File: src/rtl/clock_div_ctrl.sv
// clock_div_ctrl: sequencer that owns the core clock divider's configuration
// inputs. Each request is applied glitch-safely: switch to bypass, write the
// divider, wait for the new ratio to settle, then re-select the divided clock.
module clock_div_ctrl #(
  parameter int DIV_LOG       = 4,
  parameter int SEL_WAIT      = 2,
  parameter int SETTLE_MARGIN = 4,
  parameter int RST_DIV       = 6
) (
  input  logic               i_clk,
  input  logic               i_rst,
  input  logic               i_req_valid,
  input  logic [DIV_LOG-1:0] i_req_div,
  input  logic               i_req_en,
  output logic               o_req_ready,
  output logic               o_busy,
  output logic               o_done,
  output logic [DIV_LOG-1:0] o_div,
  output logic               o_div_we,
  output logic               o_clock_sel,
  output logic [DIV_LOG-1:0] o_cur_div,
  output logic               o_cur_en
);

  // Settle counter holds up to 2^(2^DIV_LOG-1) * 2 + small constant.
  localparam int CNT_W = (1 << DIV_LOG) + 2;
  localparam int BYP_W = $clog2(SEL_WAIT + 1);

  typedef enum logic [2:0] {
    S_IDLE,
    S_BYPASS,
    S_WRITE,
    S_SETTLE,
    S_SELECT,
    S_DONE
  } state_t;

  state_t             state;
  logic [DIV_LOG-1:0] new_div;
  logic               new_en;
  logic [BYP_W-1:0]   byp_cnt;
  logic [CNT_W-1:0]   settle_cnt;
  logic [CNT_W-1:0]   settle_load;

  // Settle time covers one full period of the old ratio plus one of the new.
  assign settle_load = (CNT_W'(1) << o_cur_div) + (CNT_W'(1) << new_div)
                     + CNT_W'(2 + SETTLE_MARGIN);

  // Single-process FSM; every output is registered on entry to its state.
  always_ff @(posedge i_clk or posedge i_rst) begin
    if (i_rst) begin
      state       <= S_IDLE;
      new_div     <= DIV_LOG'(RST_DIV);
      new_en      <= 1'b0;
      byp_cnt     <= '0;
      settle_cnt  <= '0;
      o_div       <= DIV_LOG'(RST_DIV);
      o_div_we    <= 1'b0;
      o_clock_sel <= 1'b0;
      o_cur_div   <= DIV_LOG'(RST_DIV);
      o_cur_en    <= 1'b0;
      o_done      <= 1'b0;
      o_req_ready <= 1'b1;
      o_busy      <= 1'b0;
    end else begin
      // NOTE: outputs are assigned on the transition into a state so the
      // registered value is visible for exactly the cycles spent in it; the
      // defaults below make the single-cycle pulses drop automatically.
      o_div_we <= 1'b0;
      o_done   <= 1'b0;
      case (state)
        S_IDLE: begin
          if (i_req_valid && o_req_ready) begin
            new_div     <= i_req_div;
            new_en      <= i_req_en;
            o_req_ready <= 1'b0;
            o_busy      <= 1'b1;
            if (i_req_div == o_cur_div && i_req_en == o_cur_en) begin
              state  <= S_DONE;
              o_done <= 1'b1;
            end else begin
              state       <= S_BYPASS;
              o_clock_sel <= 1'b0;
              byp_cnt     <= '0;
            end
          end
        end
        S_BYPASS: begin
          if (byp_cnt == BYP_W'(SEL_WAIT - 1)) begin
            if (new_div != o_cur_div) begin
              state    <= S_WRITE;
              o_div    <= new_div;
              o_div_we <= 1'b1;
            end else begin
              state       <= S_SELECT;
              o_clock_sel <= new_en;
              o_cur_div   <= new_div;
              o_cur_en    <= new_en;
            end
          end else begin
            byp_cnt <= byp_cnt + 1'b1;
          end
        end
        S_WRITE: begin
          // SETTLE then walks load-1 down to 0: exactly 'load' cycles.
          settle_cnt <= settle_load - CNT_W'(1);
          state      <= S_SETTLE;
        end
        S_SETTLE: begin
          if (settle_cnt == '0) begin
            state       <= S_SELECT;
            o_clock_sel <= new_en;
            o_cur_div   <= new_div;
            o_cur_en    <= new_en;
          end else begin
            settle_cnt <= settle_cnt - CNT_W'(1);
          end
        end
        S_SELECT: begin
          state  <= S_DONE;
          o_done <= 1'b1;
        end
        S_DONE: begin
          state       <= S_IDLE;
          o_req_ready <= 1'b1;
          o_busy      <= 1'b0;
        end
        default: begin
          state       <= S_IDLE;
          o_req_ready <= 1'b1;
          o_busy      <= 1'b0;
        end
      endcase
    end
  end

endmodule

File: config.mk
export PLATFORM = sky130hd
export DESIGN_NAME = clock_div_ctrl
export DESIGN_NICKNAME = d
export VERILOG_FILES = /design/src/rtl/clock_div_ctrl.sv
export SDC_FILE = /design/constraint.sdc
export NUM_CORES = 1
export LEC_CHECK = 0
export CAP_MARGIN = 20
export CORE_MARGIN = 2
export CORE_UTILIZATION = 45
export DETAILED_ROUTE_END_ITERATION = 8
export PLACE_DENSITY_LB_ADDON = 0.25
export SKIP_LAST_GASP = 1
export SYNTH_ARGS = -nofsm -noshare
export SYNTH_HDL_FRONTEND = slang
export SYNTH_SLANG_ARGS = --single-unit
export TNS_END_PERCENT = 5
File: constraint.sdc
create_clock -name i_clk -period 4 [get_ports i_clk]
set_clock_uncertainty 0.2 [all_clocks]
set_input_delay 0.4 -clock i_clk [delete_from_list [all_inputs] [get_ports i_clk]]
set_output_delay 0.4 -clock i_clk [all_outputs]
set_load 0.01 [all_outputs]
=== After elaboration in Yosys (flattened, before gate mapping) ===
Cells that the tools add are included.

* Register bits: 42
* Word-level logic and storage cells: 86
* Output and inout bits: 14
* Input bits: 8

* Reductions and logical operators: 17
* Bitwise logic cells: 1
* Equality and inequality tests: 15
* Shifts and indexed selects: 2
* Muxes and demuxes: 33
* $add $sub $neg: 5

{| class="wikitable"
|+ Operators by type and width
! operator !! number
|-
| $pmux W18 S2 || 1
|-
| $shl A1 B4 Y18 const A || 2
|-
| $sub A18 B1 Y18 const B || 2
|-
| $add A18 B18 Y18 || 1
|-
| $add A18 B4 Y18 const B || 1
|-
| $logic_not A18 Y1 || 1
|-
| $mux W18 || 1
|-
| $mux W3 || 5
|-
| $pmux W3 S5 || 1
|-
| $ne A2 B2 Y1 const B || 7
|-
| $mux W1 || 12
|-
| $mux W4 || 3
|-
| $pmux W1 S2 || 4
|-
| $pmux W4 S2 || 1
|-
| $reduce_and A4 Y1 || 2
|-
| $eq A3 B2 Y1 const B || 2
|-
| $mux W2 || 3
|-
| $reduce_and A2 Y1 || 3
|-
| $reduce_and A3 Y1 || 2
|-
| $reduce_and A6 Y1 || 1
|-
| $reduce_bool A2 Y1 || 3
|-
| $eq A4 B4 Y1 || 1
|-
| $ne A4 B4 Y1 || 1
|-
| $pmux W2 S2 || 1
|-
| other kinds (11) || 12
|}

=== Logic depth before layout (Yosys ltp) ===
Gate-level depths: netlist of the first run.

* Depth after elaboration: 5
* Mapped depth: 13
* Gate-level depth less buffers: 12

=== Least setup slack after synthesis of the first run ===
Ideal clock, no wire load.

* Kind: reg-to-reg
* Start point: register o_cur_div[1]
* End point: register settle_cnt[15]
* Data required time: 3.670 ns
* Buffers on the path: 1
* Arrival time: 3.187 ns
* Library setup time: 0.130 ns
* Stages on the path, launching flop included: 14
* Period minus slack after synthesis: 3.517 ns
* Path slack: 0.483 ns
* Path through: dfstp_2 clkbuf_1 nand2b_1 or3_1 ha_1 inv_1 fa_1 a21oi_1 nand4b_1 a21oi_1 o21ai_0 a21oi_1 a221oi_1 o21ai_0

* Longest elaborated chain between the ends: 5

{| class="wikitable"
|+ RTL lines
! item !! RTL line !! RTL
|-
| start, declared || 21 || <nowiki>output logic [DIV_LOG-1:0] o_cur_div,</nowiki>
|-
| start signal, assigned || 60 || <nowiki>o_cur_div <= DIV_LOG'(RST_DIV);</nowiki>
|-
| start signal, assigned || 97 || <nowiki>o_cur_div <= new_div;</nowiki>
|-
| start signal, assigned || 113 || <nowiki>o_cur_div <= new_div;</nowiki>
|-
| $shl A1 B4 Y18 || 46 || <nowiki>assign settle_load = (CNT_W'(1) << o_cur_div) + (CNT_W'(1) << new_div)</nowiki>
|-
| $add A18 B18 Y18 || 46 ||
|-
| $add A18 B4 Y18 || 47 || <nowiki>+ CNT_W'(2 + SETTLE_MARGIN);</nowiki>
|-
| $sub A18 B1 Y18 || 106 || <nowiki>settle_cnt <= settle_load - CNT_W'(1);</nowiki>
|-
| $pmux W18 S2 || 71 || <nowiki>case (state)</nowiki>
|-
| end signal, assigned || 106 ||
|-
| end signal, assigned || 116 || <nowiki>settle_cnt <= settle_cnt - CNT_W'(1);</nowiki>
|-
| end, declared || 42 || <nowiki>logic [CNT_W-1:0] settle_cnt;</nowiki>
|}

Every way passes these cells.
A chain may end at the register's enable or synchronous reset.

=== Final worst setup path of the first run ===
Ends and elaborated chain as after synthesis.

==> results.txt, run 1 <==
The flow ran to the end, and the final reports show no timing, DRC or antenna violations. For this configuration, the core starts out at a cell density of 0.4632. Counting every instance in the synthesized netlist gives 399. The combinational share of power is 0.508. The post-route worst hold slack came out at around 0.16 ns. The number of slew-limit violations in the final report came out at 0. Setup repair after global routing left no endpoint under its margin. For this run, asynchronously set or reset flops after synthesis account for 1.000. In this run the post-CTS setup repair buffer count came out at 0. The critical path data arrival time came out at 3.61 ns.

The count of max-cap constraint violations came out at 0. The largest vdd supply drop is 377.7 uV. The count of buffers added on input and output ports is 21. The slew at the pin closest to its max-slew limit is 1.165 ns. The pin count of the biggest net entering global routing is 28.

The total of endpoints with negative setup slack in the final report came out at 0. The ratio of final minimum period to clock period is 0.9084. The number of enable-type register cells in the synthesized netlist came out at 0. The slowest stage of the critical path is the dfstp_2 cell. The die outline width came out at 90.18 microns.

The number of buffers added by the clock tree synthesis step came out at 5. The net count of the finished layout is about 460. The first-pass detailed-route iteration total is 4.

The clock share of power is 0.138. Of the cells placed in the final design, the portion with a size suffix greater than 1 is 0.09639. In the post-synthesis netlist, the biggest area contributors are dfrtp_1 26%, ha_1 12%, nor2_1 6.2%. The portion of synthesized cell area occupied by the leading cell type came out at 0.2621. The total via count in the routed design is 2927. The dominant cell by count in the synthesized netlist is nor2_1.

The clock network latency to the later pin of the worst-skew pair is around 0.30 ns. The data required time at the worst endpoint is between 3 and 4 ns. The global-route wire length before repair is 12.99 mm. The post-route antenna net violation count is 0.

The average wire length per cell after detail routing came out at between 15 and 20 microns. The analysis attributes to cell leakage a power of 1.685 nW. The relative max-transition margin came out at 0.2204.

After synthesis the cells add up to 3342 sq um. The final instance count without filler cells came out at a little over 500. The number of clock sinks is between 40 and 50. The CTS tree is yes. The adder and majority gate portion of the synthesized area came out at 0.1295.

The most repeated library cell on the critical path is a21oi_1. The simple-gate area share of the yosys netlist is 0.2254. The post-DP HPWL came out at 6.032 mm. The H-tree was split into 2 levels. After detailed routing, the number of remaining DRC violations is 0.

The count of instances resized after the clock tree is built came out at 0. The multiplexer share of the synthesized area came out at 0.05054. The highest attainable clock frequency is 0.2752 GHz. The number of primary I/O pins came out at 22. The critical path goes through nand2b_1, or3_1, ha_1, inv_1, fa_1, a21oi_1, nand4b_1, a21oi_1, o21ai_0, a21oi_1, a221oi_1, o21ai_0.

The worst setup path is launched from a register. The multi-input combinational cell area came out at 2162 sq um. The cell accounting for the most synthesized area is dfrtp_1. The number of vias per cell is roughly 5.7. The number of nets in the synthesized netlist is ~440. The part of the total power dissipated in sequential elements is 0.354. The number of antenna diodes in the final layout is 0. The cell sitting at the root of the clock tree is a clkbuf_8. The core region is 7214 sq um. The type of destination of the critical path is a register. The final sum of negative setup slack is 0 ns. By count the netlist is led by 55 x nor2_1, 35 x dfrtp_1, 33 x ha_1, 33 x nand2_1, 32 x o21ai_0.

The CTS clock-pin slew for the worst setup and hold paths is 0.08 ns. The remaining global-route overflow is 0. The number of hold violations in the final report is 0. In this run the power density over the cells is between 600 and 700 nW/um^2. The minimum clock period came out at roughly 3.6 ns. The share of the Yosys chip area taken by registers is 0.3171. The count of hold-fix buffers inserted at cts came out at 0. The most used flip-flop cell after synthesis is dfrtp_1. The start-to-end type of the worst setup path is reg2reg. Routability-driven placement finished with a final weighted congestion of 0.8625. The clock passes through at most 2 buffers. Of the total power, the share spent switching nets is 0.4338. The synthesized-area fraction occupied by ao, oa, aoi and oai cells is 0.1891. The highest fanout seen on the critical path is 11. The die is 90.18 microns tall. Each instance of the synthesized netlist takes up on average 8.376 sq um. For this design the total switching power over the nets is 1.059 mW. In this run the core area contains 31 standard-cell rows.

Fill cells in the final layout number 706. In this run, the number of DRC markers left after iteration 0 of detailed routing was 152. The area growth from synthesis to final layout is 12.77%. In the global route stage, overall resource usage came out at 0.1932. The count of distinct cell types in the synthesized netlist came out at 52. The fraction of synthesized cell area in xor and xnor cells came out at 0.05241. In this design, the stage delay of the slowest critical-path cell is 0.64 ns.

The area taken by flip-flops and latches is between 1000 and 1500 sq um. The routed wire length is 7.809 mm. The count of state elements after synthesis came out at 42. The area enclosed by the die boundary came out at 8132 sq um. The via count of the first global-routing pass is 2755. The internal power of the cells totals 1.383 mW. The class of the most critical hold timing path is in2async. The number of placed instances, taps included, is 505.

After synthesis, the largest family of logic cells by area is simple AND/OR/NAND/NOR gates. The initial antenna violation count came out at 0. During synthesis, Yosys emitted a total of 0 warnings.
-- power groups by stage --
stage | Sequential [mW] | Clock (mW) | Combinational [mW]
after detailed placement | 0.869 | 0 | 1.24
after global placement | 0.859 | 0 | 1.23
after CTS | 0.861 | 0.352 | 1.25
after global routing | 0.902 | 0.366 | 1.39
after floorplan | 0.758 | 0 | 0.979
final | 0.865 | 0.336 | 1.24
-- layer usage --
metal | part of all wire | global-route usage | vias to the layer above
li1 | - | - | 1470
met1 | 0.48 | 0.2623 | 1401
met2 | 0.48 | 0.3170 | 48
met3 | 0.027 | 0.02598 | 8
met4 | 0.0095 | 0.06667 | 0
met5 | 0 | 0 | -
-- stage by stage --
stage	instance area, sq um	utilization	power (mW)	setup WS, ns
after floorplan	3342	-	1.737	0.4826
after global placement	3631	0.5033	2.092	0.5054
after detailed placement	3631	0.5033	2.112	0.4119
after CTS	3741	0.5186	2.464	0.3819
after global routing	3769	0.5224	2.656	0.07634
final	3769	0.5224	2.442	0.3664
-- worst paths after layout --
path,start,end,slack (ns),cells after the start
max in group asynchronous,i_rst,settle_cnt[0],2.89,3
hold / removal,i_rst,o_done,0.16,2
hold reg to reg,byp_cnt[1],byp_cnt[1],0.28,2
setup reg to reg,o_cur_div[1],settle_cnt[15],0.37,12
setup / recovery,o_cur_div[1],settle_cnt[15],0.37,12
min in group i_clk,byp_cnt[1],byp_cnt[1],0.28,2
-- worst max-delay path, delay by kind of cell, from the launching register on --
kind	cells	cell delay, ns
adder cells (fa/ha/maj)	2	0.74
flip-flops	1	0.64
buffers and inverters	1	0.07
AND/OR/NAND/NOR	3	0.65
AO/OA/AOI/OAI	6	1.21
-- kinds of logic (layout without fill, tap and decap cells) --
| group | after synthesis | in the layout |
|---|---|---|
| AO/OA/AOI/OAI | 102 | 102 |
| XOR/XNOR | 20 | 20 |
| adder cells (fa/ha/maj) | 34 | 34 |
| buffers and inverters | 31 | 47 |
| flip-flops | 42 | 42 |
| multiplexers | 15 | 15 |
| AND/OR/NAND/NOR | 155 | 155 |
-- sequential cells by signal, indices dropped and copies added (netlist names) --
| name | cells |
|---|---|
| byp_cnt | 2 |
| new_div | 4 |
| new_en | 1 |
| o_busy | 1 |
| o_clock_sel | 1 |
| o_cur_div | 4 |
| o_cur_en | 1 |
| o_div | 4 |
| o_div_we | 1 |
| o_done | 1 |
| o_req_ready | 1 |
| settle_cnt | 18 |
| state | 3 |
-- placed cells by master, fill, tap and decap left out, types with 3 or more instances in the layout --
cell type / n
nor2_1: 55
dfrtp_1: 35
nand2_1: 33
ha_1: 33
o21ai_0: 32
a21oi_1: 25
nor3_1: 22
clkdlybuf4s50_1: 21
mux2_2: 15
xnor2_1: 14
inv_1: 14
nand2b_1: 10
nand3_1: 9
a21o_1: 7
dfstp_2: 7
xor2_1: 6
or3_1: 5
clkbuf_8: 5
a22oi_1: 4
a211oi_1: 4
a31oi_1: 4
o22ai_1: 4
o31ai_1: 4
nor4_1: 3
and2_1: 3
o21a_1: 3
buf_4: 3
-- layout make-up --
cell class	instances	area share
timing repair buffer	25	0.06906
sequential	42	0.2812
clock buffer	6	0.01926
inverter	14	0.01394
clock inverter	2	0.009960
tap	99	0.03287
multi-input combinational	326	0.5737
(Power assumes the default switching activity.)
==> run 2, diff against run 1 <==
--- a/config.mk
+++ b/config.mk
@@ -13,2 +13,3 @@
 export SKIP_LAST_GASP = 1
+export SLEW_MARGIN = 20
 export SYNTH_ARGS = -nofsm -noshare
==> constraint.sdc (replaced) <==
create_clock -name i_clk -period 4 [get_ports i_clk]
set_clock_uncertainty 0.2 [all_clocks]
set_input_delay 0.6 -clock i_clk [delete_from_list [all_inputs] [get_ports i_clk]]
set_output_delay 0.6 -clock i_clk [all_outputs]
set_load 0.01 [all_outputs]
==> run 2 against run 1 <==
Effect of this change:
- setup slack got worse by 0.0033 ns
- sequential share of layout area increased by 0.21 points
- critical path type unchanged
- hold slack improved by 0.12 ns
- clock power increased by 2%
- register-to-register slack about the same
- flip-flop and latch count unchanged
- via count increased by 0.92%
==> results.txt, run 2 (synthesized netlist as in run 1, its figures left out) <==
The number of fill cells in the layout is 705 (-0.14%). The cell at the root of the clock tree is clkbuf_8. The setup fix buffers added after clock tree synthesis is 0 (unchanged). The worst slack at placement is 0.4507 ns (+0.03874 ns). The clock share of power came out at 0.140 (+0.002).

The most common cell after layout, fill and taps aside is nor2_1. The most repeated library cell on the critical path is a21oi_1. The class of the most critical hold timing path is reg2reg. The number of vias per cell was 5.758 (+1.1%).

The total of endpoints with negative setup slack in the final report is 0 (unchanged). The run finished with clean final reports. The CTS clock-pin slew for the worst setup and hold paths came out at 0.09 ns (about the same). The number of flip-flops in the largest register came out at 18 (unchanged). The power per cell area came out at 654.3 nW/um^2 (+0.95%). The critical path in this run is classified as reg2reg.

The number of cells on the worst hold path is 2. The count of instances resized after the clock tree is built is 0 (unchanged). The startpoint identified for the worst register-to-register timing path is o_cur_div[1]. The total inserted antenna cells is 0 (unchanged). In the layout the commonest cells are 55 x nor2_1, 35 x dfrtp_1, 33 x nand2_1, 33 x ha_1, 32 x o21ai_0. The highest attainable clock frequency came out at 0.2750 GHz (about the same).

The pin count of the biggest net entering global routing is 25 (-11%). The area enclosed by the die boundary came out at 8132 sq um (unchanged). The via count of the first global-routing pass is 2778 (+0.83%). The combinational share of power is 0.506 (-0.002).

settle_cnt holds more flip-flops than any other register. Setup repair after global routing left no endpoint under its margin. The area growth from synthesis to final layout came out at 11.94%. The remaining global-route overflow came out at 0 (unchanged). The last weighted congestion value of the routability-driven placer came out at 0.8609 (-0.19%).

The data required time at the worst endpoint is 3.98 ns (about the same). The leakage component of the power is 1.672 nW (-0.75%). The number of hold violations in the final report came to 0 (unchanged).

The endpoint identified for the worst register-to-register timing path is settle_cnt[15]. The global-route wire length before repair came to 13.48 mm (+3.7%). The proportion of total power due to net switching is 0.4356 (+0.001889). The part of the total power dissipated in sequential elements came out at 0.354 (about the same). The critical path's top delay family is compound AO/OA/AOI/OAI gates.

The highest fanout seen on the critical path came out at 11 (unchanged). The number of slew-limit violations in the final report came out at 0 (unchanged). The DRC violation total after the first TritonRoute iteration is 157 (+3.3%). The total global-route track usage is 0.2012 (+0.008019). The core box area was 7214 sq um (unchanged).

The count of max-cap constraint violations is 0 (unchanged). The destination of the worst hold path is o_busy. The post-DP HPWL was 6.009 mm (-0.37%). The count of input and output buffers came to 21 (unchanged).

The total via count in the routed design came out at 2954 (+0.92%). The average wire length per cell after detail routing was 15.42 microns (+1.5%). The slew at the pin closest to its max-slew limit came to 1.115 ns (-0.04987 ns).

The number of design rule violations left after detail routing is 0 (unchanged). The die outline width came out at 90.18 microns (unchanged). The site row count is 31 (unchanged). The internal power component is 1.381 mW (-0.12%). The routed wire length came out at 7.911 mm (+1.3%). The largest individual stage delay along the critical path comes from the cell dfstp_2. The critical path goes through nand2b_1, or3_1, ha_1, inv_1, fa_1, a21oi_1, nand4b_1, a21oi_1, o21ai_0, a21oi_1, a221oi_1, o21ai_0. In this run the worst setup path begins at o_cur_div[1]. The fraction of layout cells with a size suffix above 1 came out at 0.09420 (-0.002183). The minimum setup slack in the final design is 0.3631 ns (-0.003284 ns). The ratio of final minimum period to clock period is 0.9092 (about the same). TritonCTS built the clock tree. The buffer and inverter count on the worst path came out at 1 (unchanged).

The depth of the worst register-to-register path came to 12 (unchanged). The worst setup slack for register-to-register paths is 0.36 ns (about the same). The clock network latency to the later pin of the worst-skew pair is 0.30 ns (about the same). The H-tree depth reported by CTS came out at 2 (unchanged).

The initial antenna violation count came to 0 (unchanged). The first-pass detailed-route iteration total is 5 (+1). The worst setup path is captured at a register. The worst hold path begins at o_busy. The number of clock sinks came out at 42 (unchanged). The minimum clock period is 3.637 ns (+0.003284 ns). The number of cells on the critical path came out at 12 (unchanged). The effective utilization at floorplan came out at 0.4632 (unchanged).

The final sum of negative setup slack came out at 0 ns (unchanged). The relative max-transition margin came out at 0.2538 (+0.03337). The switching power came out at 1.066 mW (+0.65%). The vertical die dimension is 90.18 microns (unchanged). The post-route antenna net violation count is 0 (unchanged).

The worst setup path is launched from a register. The peak per-stage delay on the critical path is 0.64 ns (about the same). The buffer levels on the longest clock path came to 2 (unchanged).

The count of hold-fix buffers inserted at cts is 0 (unchanged). The final net count came to 455 (-0.22%). The number of buffers added by the clock tree synthesis step came out at 5 (unchanged). The number of primary I/O pins came out at 22 (unchanged). The largest vdd supply drop came out at 289.2 uV (-23%).

The critical path data arrival time is 3.62 ns (about the same).
-- run 2: cell types whose count changed in the layout (fill, tap and decap cells not counted) --
| cell | change |
|---|---|
| buf_16 | -1 |
-- run 2: metal layers --
metal	vias up	global-route usage	wire length, microns
met2	68	0.3108	3695
met3	11	0.03353	328
met5	-	0	0
met4	0	0.06667	103
li1	1460	-	-
met1	1415	0.2867	3784
-- run 2: worst register-to-register path, stage by stage, from the launching register on --
cell and delay, ns:
dfstp_2 0.64, nand2b_1 0.14, or3_1 0.34, ha_1 0.28, inv_1 0.06, fa_1 0.45
a21oi_1 0.20, nand4b_1 0.17, a21oi_1 0.10, o21ai_0 0.31, a21oi_1 0.18, a221oi_1 0.33
o21ai_0 0.11
-- run 2: power by group through the flow --
stage	Clock, mW	Sequential, mW	Combinational, mW
after floorplan	0	0.758	0.979
after global placement	0	0.860	1.23
after detailed placement	0	0.872	1.24
after CTS	0.355	0.864	1.25
after global routing	0.366	0.904	1.40
final	0.342	0.866	1.24
-- run 2: worst max path at each step --
stage / end / slack (ns)
final: settle_cnt[15] / 0.36
after global routing: settle_cnt[15] / 0.07
after CTS: settle_cnt[15] / 0.40
after detailed placement: settle_cnt[15] / 0.45
after global placement: settle_cnt[15] / 0.51
after floorplan: settle_cnt[15] / 0.48
-- run 2: metrics by stage --
stage / util / power [mW] / cells / area [sq um] / hold WS [ns]
after floorplan: - / 1.737 / 399 / 3342 / 0.2485
after global placement: 0.5033 / 2.093 / 505 / 3631 / 0.2617
after detailed placement: 0.5033 / 2.114 / 505 / 3631 / 0.2652
after CTS: 0.5186 / 2.469 / 513 / 3741 / 0.2860
after global routing: 0.5186 / 2.666 / 513 / 3741 / 0.3180
final: 0.5186 / 2.448 / 513 / 3741 / 0.2825
-- run 2: area by class of cell --
| class | instances | area, sq um | area share |
|---|---|---|---|
| Clock buffer | 6 | 72.57 | 0.01940 |
| Clock inverter | 2 | 37.54 | 0.01003 |
| Inverter | 14 | 52.55 | 0.01405 |
| Multi-Input combinational cell | 326 | 2162 | 0.5779 |
| Sequential cell | 42 | 1060 | 0.2833 |
| Tap cell | 99 | 123.9 | 0.03311 |
| Timing Repair Buffer | 24 | 232.7 | 0.06221 |
==> run 3, diff against run 2 <==
- CTS_BUF_LIST: default -> sky130_fd_sc_hd__clkbuf_8
==> run 3 against run 2 <==
Effect of this change:
- via count is 0.47% lower
- non-clock buffer count stayed put
- total power is 0.11% lower
- sequential power hardly changed
- design area stayed put
- first-iteration DRC count stayed put
==> results.txt, run 3 (synthesized netlist as in run 1, its figures left out) <==
The clock network latency to the later pin of the worst-skew pair came to 0.30 ns (about the same). The highest attainable clock frequency came out at 0.2749 GHz (about the same). The last weighted congestion value of the routability-driven placer came to 0.8609 (unchanged). The number of clock sinks came to 42 (unchanged). The largest vdd supply drop came out at 289.3 uV (about the same). The count of instances resized after the clock tree is built is 0 (unchanged). The total of endpoints with negative setup slack in the final report came to 0 (unchanged). The buffer and inverter count on the worst path came to 1 (unchanged). Ranked by flip-flop count, first place goes to settle_cnt.

Setup repair after global routing left no endpoint under its margin. The slew at the pin closest to its max-slew limit is 1.115 ns (+0.00001332 ns). The post-detailed-placement cell area is 3631 sq um (unchanged).

The effective utilization at floorplan came out at 0.4632 (unchanged). The worst flop-to-flop path startpoint is o_cur_div[1]. The remaining global-route overflow is 0 (unchanged).

STA classifies the critical path endpoint as a register. The first-pass detailed-route iteration total was 5 (unchanged). The fraction of layout cells with a size suffix above 1 is 0.09420 (unchanged). The final sum of negative setup slack came to 0 ns (unchanged). The flow ran to the end, and the final reports show no timing, DRC or antenna violations. The H-tree depth reported by CTS came to 2 (unchanged). The total inserted antenna cells is 0 (unchanged). The die outline width came out at 90.18 microns (unchanged).

The count of max-cap constraint violations came out at 0 (unchanged). The number of primary I/O pins is 22 (unchanged). The CTS clock-pin slew for the worst setup and hold paths is 0.09 ns (about the same). The number of cells on the worst hold path came out at 2 (unchanged). The count of hold-fix buffers inserted at cts came out at 0 (unchanged).

The worst setup slack for register-to-register paths came out at 0.36 ns (about the same). The critical path in this run is classified as reg2reg. The number of slew-limit violations in the final report was 0 (unchanged).

The total via count in the routed design came to 2940 (-0.47%). The CTS tree is yes. The nature of the critical path startpoint is a register. The routed wire length is 7.910 mm (about the same). The critical path data arrival time came out at 3.62 ns (about the same). The capture point of the critical path is settle_cnt[15]. The number of flip-flops in the largest register is 18 (unchanged).

The data required time at the worst endpoint came out at 3.98 ns (about the same). The power per cell area is 653.5 nW/um^2 (-0.11%). The final net count came to 455 (unchanged). The number of vias per cell is 5.731 (-0.47%). The number of design rule violations left after detail routing was 0 (unchanged).

The depth of the worst register-to-register path is 12 (unchanged). The initial antenna violation count came out at 0 (unchanged). The minimum clock period came out at 3.637 ns (+0.0001910 ns). The relative max-transition margin is 0.2537 (about the same). The global-route wire length before repair came to 13.48 mm (unchanged). The highest fanout seen on the critical path came out at 11 (unchanged). The most critical setup path has its startpoint at o_cur_div[1]. The area taken by flip-flops and latches came out at 1060 sq um (unchanged).

The core box area came to 7214 sq um (unchanged). The worst slack at placement came out at 0.4507 ns (unchanged). The number of fill cells in the layout is 705 (unchanged). The vertical die dimension is 90.18 microns (unchanged). The top cell types in the final layout, fill and taps aside, are 55 x nor2_1, 35 x dfrtp_1, 33 x nand2_1, 33 x ha_1, 32 x o21ai_0.

The signal on the critical path passes through nand2b_1, or3_1, ha_1, inv_1, fa_1, a21oi_1, nand4b_1, a21oi_1, o21ai_0, a21oi_1, a221oi_1, o21ai_0. The cell at the root of the clock tree is clkbuf_8. The final instance count without filler cells is 513 (unchanged). The number of cells in the design after placement was 505 (unchanged).

The class of the most critical hold timing path is reg2reg. The number of cells on the critical path came out at 12 (unchanged). The pin count of the biggest net entering global routing came out at 25 (unchanged). The site row count came out at 31 (unchanged).

The via count of the first global-routing pass came out at 2778 (unchanged). The most common cell after layout, fill and taps aside is nor2_1. The DRC violation total after the first TritonRoute iteration is 157 (unchanged). The most repeated library cell on the critical path is a21oi_1. The count of input and output buffers is 21 (unchanged). The peak per-stage delay on the critical path came to 0.64 ns (about the same).

The total chip power came to 2.445 mW (-0.11%). The multi-input combinational cell area came out at 2162 sq um (unchanged). In this run the critical register-to-register path is captured at settle_cnt[15]. The summed area of non-filler cells in the final layout is 3741 sq um (unchanged).

The slowest library cell on the worst path is dfstp_2. On the critical path the largest part of the delay comes from compound AO/OA/AOI/OAI gates. The number of hold violations in the final report came to 0 (unchanged). The leakage component of the power is 1.676 nW (+0.25%). The total global-route track usage came out at 0.2012 (unchanged).

The area enclosed by the die boundary was 8132 sq um (unchanged). The ratio of final minimum period to clock period was 0.9093 (about the same). The minimum setup slack in the final design is 0.3629 ns (-0.0001910 ns). The number of buffers added by the clock tree synthesis step is 5 (unchanged). The buffer levels on the longest clock path came to 2 (unchanged). The post-route antenna net violation count is 0 (unchanged). The average wire length per cell after detail routing came out at 15.42 microns (about the same). The post-DP HPWL came to 6.009 mm (unchanged). The setup fix buffers added after clock tree synthesis came out at 0 (unchanged). The area growth from synthesis to final layout came out at 11.94% (unchanged).
[run 3: metrics by stage]
stage                       util  hold WS (ns)
after floorplan                -        0.2485
after global placement    0.5033        0.2617
after detailed placement  0.5033        0.2652
after CTS                 0.5186        0.2861
after global routing      0.5186        0.3182
final                     0.5186        0.2824
[run 3: per-layer routing]
metal / vias to the layer above / routed length [microns] / global-route usage
met1: 1410 / 3804 / 0.2867
li1: 1460 / - / -
met2: 61 / 3693 / 0.3108
met4: 0 / 99 / 0.06667
met5: - / 0 / 0
met3: 9 / 312 / 0.03353
[run 3: how the worst min path moves through the flow]
stage | from | end
2_1_floorplan | byp_cnt[1] | byp_cnt[1]
3_3_place_gp | o_busy | o_busy
3_5_place_dp | o_busy | o_busy
4_1_cts | o_busy | o_busy
5_1_grt | byp_cnt[1] | byp_cnt[1]
6_report | o_busy | o_busy
[run 3: area by class of cell]
class                      count  area share
inverter                      14     0.01405
multi-input combinational    326      0.5779
sequential                    42      0.2833
tap                           99     0.03311
clock inverter                 3     0.01104
clock buffer                   5     0.01839
timing repair buffer          24     0.06221
[run 3: power by group]
| group | internal [mW] | total, mW | switching [mW] | leakage (nW) |
|---|---|---|---|---|
| Combinational | 0.576 | 1.24 | 0.664 | 1.10 |
| Sequential | 0.619 | 0.866 | 0.247 | 0.519 |
| Clock | 0.184 | 0.339 | 0.155 | 0.0556 |
| Total | 1.38 | 2.44 | 1.07 | 1.68 |
[run 3: tightest hold or removal path, delay by kind of cell, from the launching register on]
| family | cells | cell delay, ns |
|---|---|---|
| DFF | 1 | 0.35 |
| and+or+nand+nor | 2 | 0.11 |
==> variant (flow settings as in run 1) <==
Make the reset (`i_rst`) synchronous in one clocked block.
--- a/src/rtl/clock_div_ctrl.sv
+++ b/src/rtl/clock_div_ctrl.sv
@@ -47,7 +47,7 @@
                      + CNT_W'(2 + SETTLE_MARGIN);
 
   // Single-process FSM; every output is registered on entry to its state.
-  always_ff @(posedge i_clk or posedge i_rst) begin
+  always_ff @(posedge i_clk) begin
     if (i_rst) begin
       state       <= S_IDLE;
       new_div     <= DIV_LOG'(RST_DIV);
Behaviour: differs if i_rst is asserted again (counterexample within 4 cycles, from zero or initial values and one cycle with i_rst high); with i_rst held inactive, the same outputs for 10 cycles.
==> variant against run 1 <==
  * Die area up 2.2%
  * Sequential cell count unchanged
  * Largest cell class unchanged
  * Worst setup slack better by 0.19 ns
  * Critical path depth down 1
  * Design area about the same
  * Area after synthesis up 2.2%
  * Routed wire length up 9.0%
  * Non-clock buffer count unchanged
  * Maximum frequency up 5.5%
Power is not compared: it rests on default switching activity, and its combinational part moved more than twofold at a synthesized area within 25%.
==> variant: results (changes against run 1) <==
| Metric | Value |
|---|---|
| Signal buffers share of area | 0.0637 (was 0.0691) |
| CP max stage cell | dfxtp_1 (was dfstp_2) |
| Routed WL | 8520 um (was 7810 um) |
| Drt first pass iters | 5 (was 4) |
| Synth cell types | 62 (was 52) |
| Max_slew headroom | 0.368 (was 0.220) |
| Crit path launch | o_cur_div[1] (unchanged) |
| Hold Crit Depth | 1 |
| WHS | 0.276 ns (was 0.161 ns) |
| Flip-flop and latch count | 42 (unchanged) |
| CP arrival | 3.43 ns (was 3.61 ns) |
| Worst Setup EP | settle_cnt[13] (was settle_cnt[15]) |
| Detailed Place HPWL | 6430 um (was 6030 um) |
| Delay-heaviest family, CP | simple AND/OR/NAND/NOR gates (was compound AO/OA/AOI/OAI gates) |
| Post-synth top flop | dfxtp_1 (was dfrtp_1) |
| Fmax | 290 MHz (was 275 MHz) |
| Most frequent cells after synthesis | nor2_1 (50), dfxtp_1 (42), ha_1 (33), nand2_1 (32), a21oi_1 (28) (was nor2_1 (55), dfrtp_1 (35), ha_1 (33), nand2_1 (33), o21ai_0 (32)) |
| Final clock-cell share | 0.0299 (was 0.0292) |
| Number of global-route vias before repair | 2974 (was 2755) |
| Min-Delay Path Class | reg2reg (was in2async) |
| WL/cell | 15.7 um (was 15.2 um) |
| Outcome | completed (unchanged) |
| Reg-to-reg slack, setup | 0.55 ns (was 0.37 ns) |
| Multi-Input Combinational | 357 (was 326) |
| Async set-or-reset flop fraction in the synthesized netlist | 0 (was 1.00) |
| Gp weighted congestion | 0.944 (was 0.863) |
| Pin count of the biggest net entering global routing | 25 (was 28) |
| Layout Nets | 485 (was 456) |
| Fillers | 740 (was 706) |
| Inverters | 12 (was 14) |
| Global-route wire length before repair | 14300 um (was 13000 um) |
| Initial DRC count | 254 (was 152) |
| Post-Syn Nets | 481 (was 441) |
| Total GRT Usage | 0.207 (was 0.193) |
| Fraction of area in registers | 0.223 (was 0.281) |
| Fraction of layout cells with a size suffix above 1 | 0.0563 (was 0.0964) |
| Initial antenna violation count | 0 (unchanged) |
| Comb pwr | 447 uW |
| Slowest stage delay, CP | 0.54 ns (was 0.64 ns) |
| # placed instances | 535 (was 505) |
| Port Buffers | 21 (unchanged) |
| Sequential share of the synthesized area | 0.246 (was 0.317) |
| Top post-synthesis cells by area | dfxtp_1 (25%), ha_1 (12%), nor2_1 (5.5%), a21oi_1 (4.1%), nand2_1 (3.5%) (was dfrtp_1 (26%), ha_1 (12%), nor2_1 (6.2%), dfstp_2 (5.5%), mux2_2 (5.1%)) |
| Multi-input logic area | 0.00241 mm^2 (was 0.00216 mm^2) |
| Vias per inst | 5.99 (was 5.69) |
| R2R depth | 11 (was 12) |
-- variant: changes by cell type after synthesis, moves of 7 or more --
cell	run 1	this run
dfxtp_1	0	42
dfrtp_1	35	0
mux2_2	15	0
clkbuf_1	14	25
o21ai_0	32	21
mux2i_1	0	8
a21o_1	7	14
dfstp_2	7	0
-- variant: logic make-up (layout without fill, tap and decap cells) --
group,count (synthesis),after routing,share of synthesized area
xor+xnor,19,19,0.0487
compound gates,125,125,0.249
mux,8,8,0.0234
simple gates,171,171,0.257
fa+ha+maj,34,34,0.127
flops,42,42,0.246
buf+inv,40,45,0.0494
-- variant: routing by layer --
metal | track usage | vias to the layer above | routed length [um]
li1 | - | 1622 | -
met1 | 0.291 | 1536 | 4040
met5 | 0 | - | 0
met2 | 0.322 | 86 | 3890
met4 | 0.0669 | 0 | 129
met3 | 0.0340 | 9 | 457
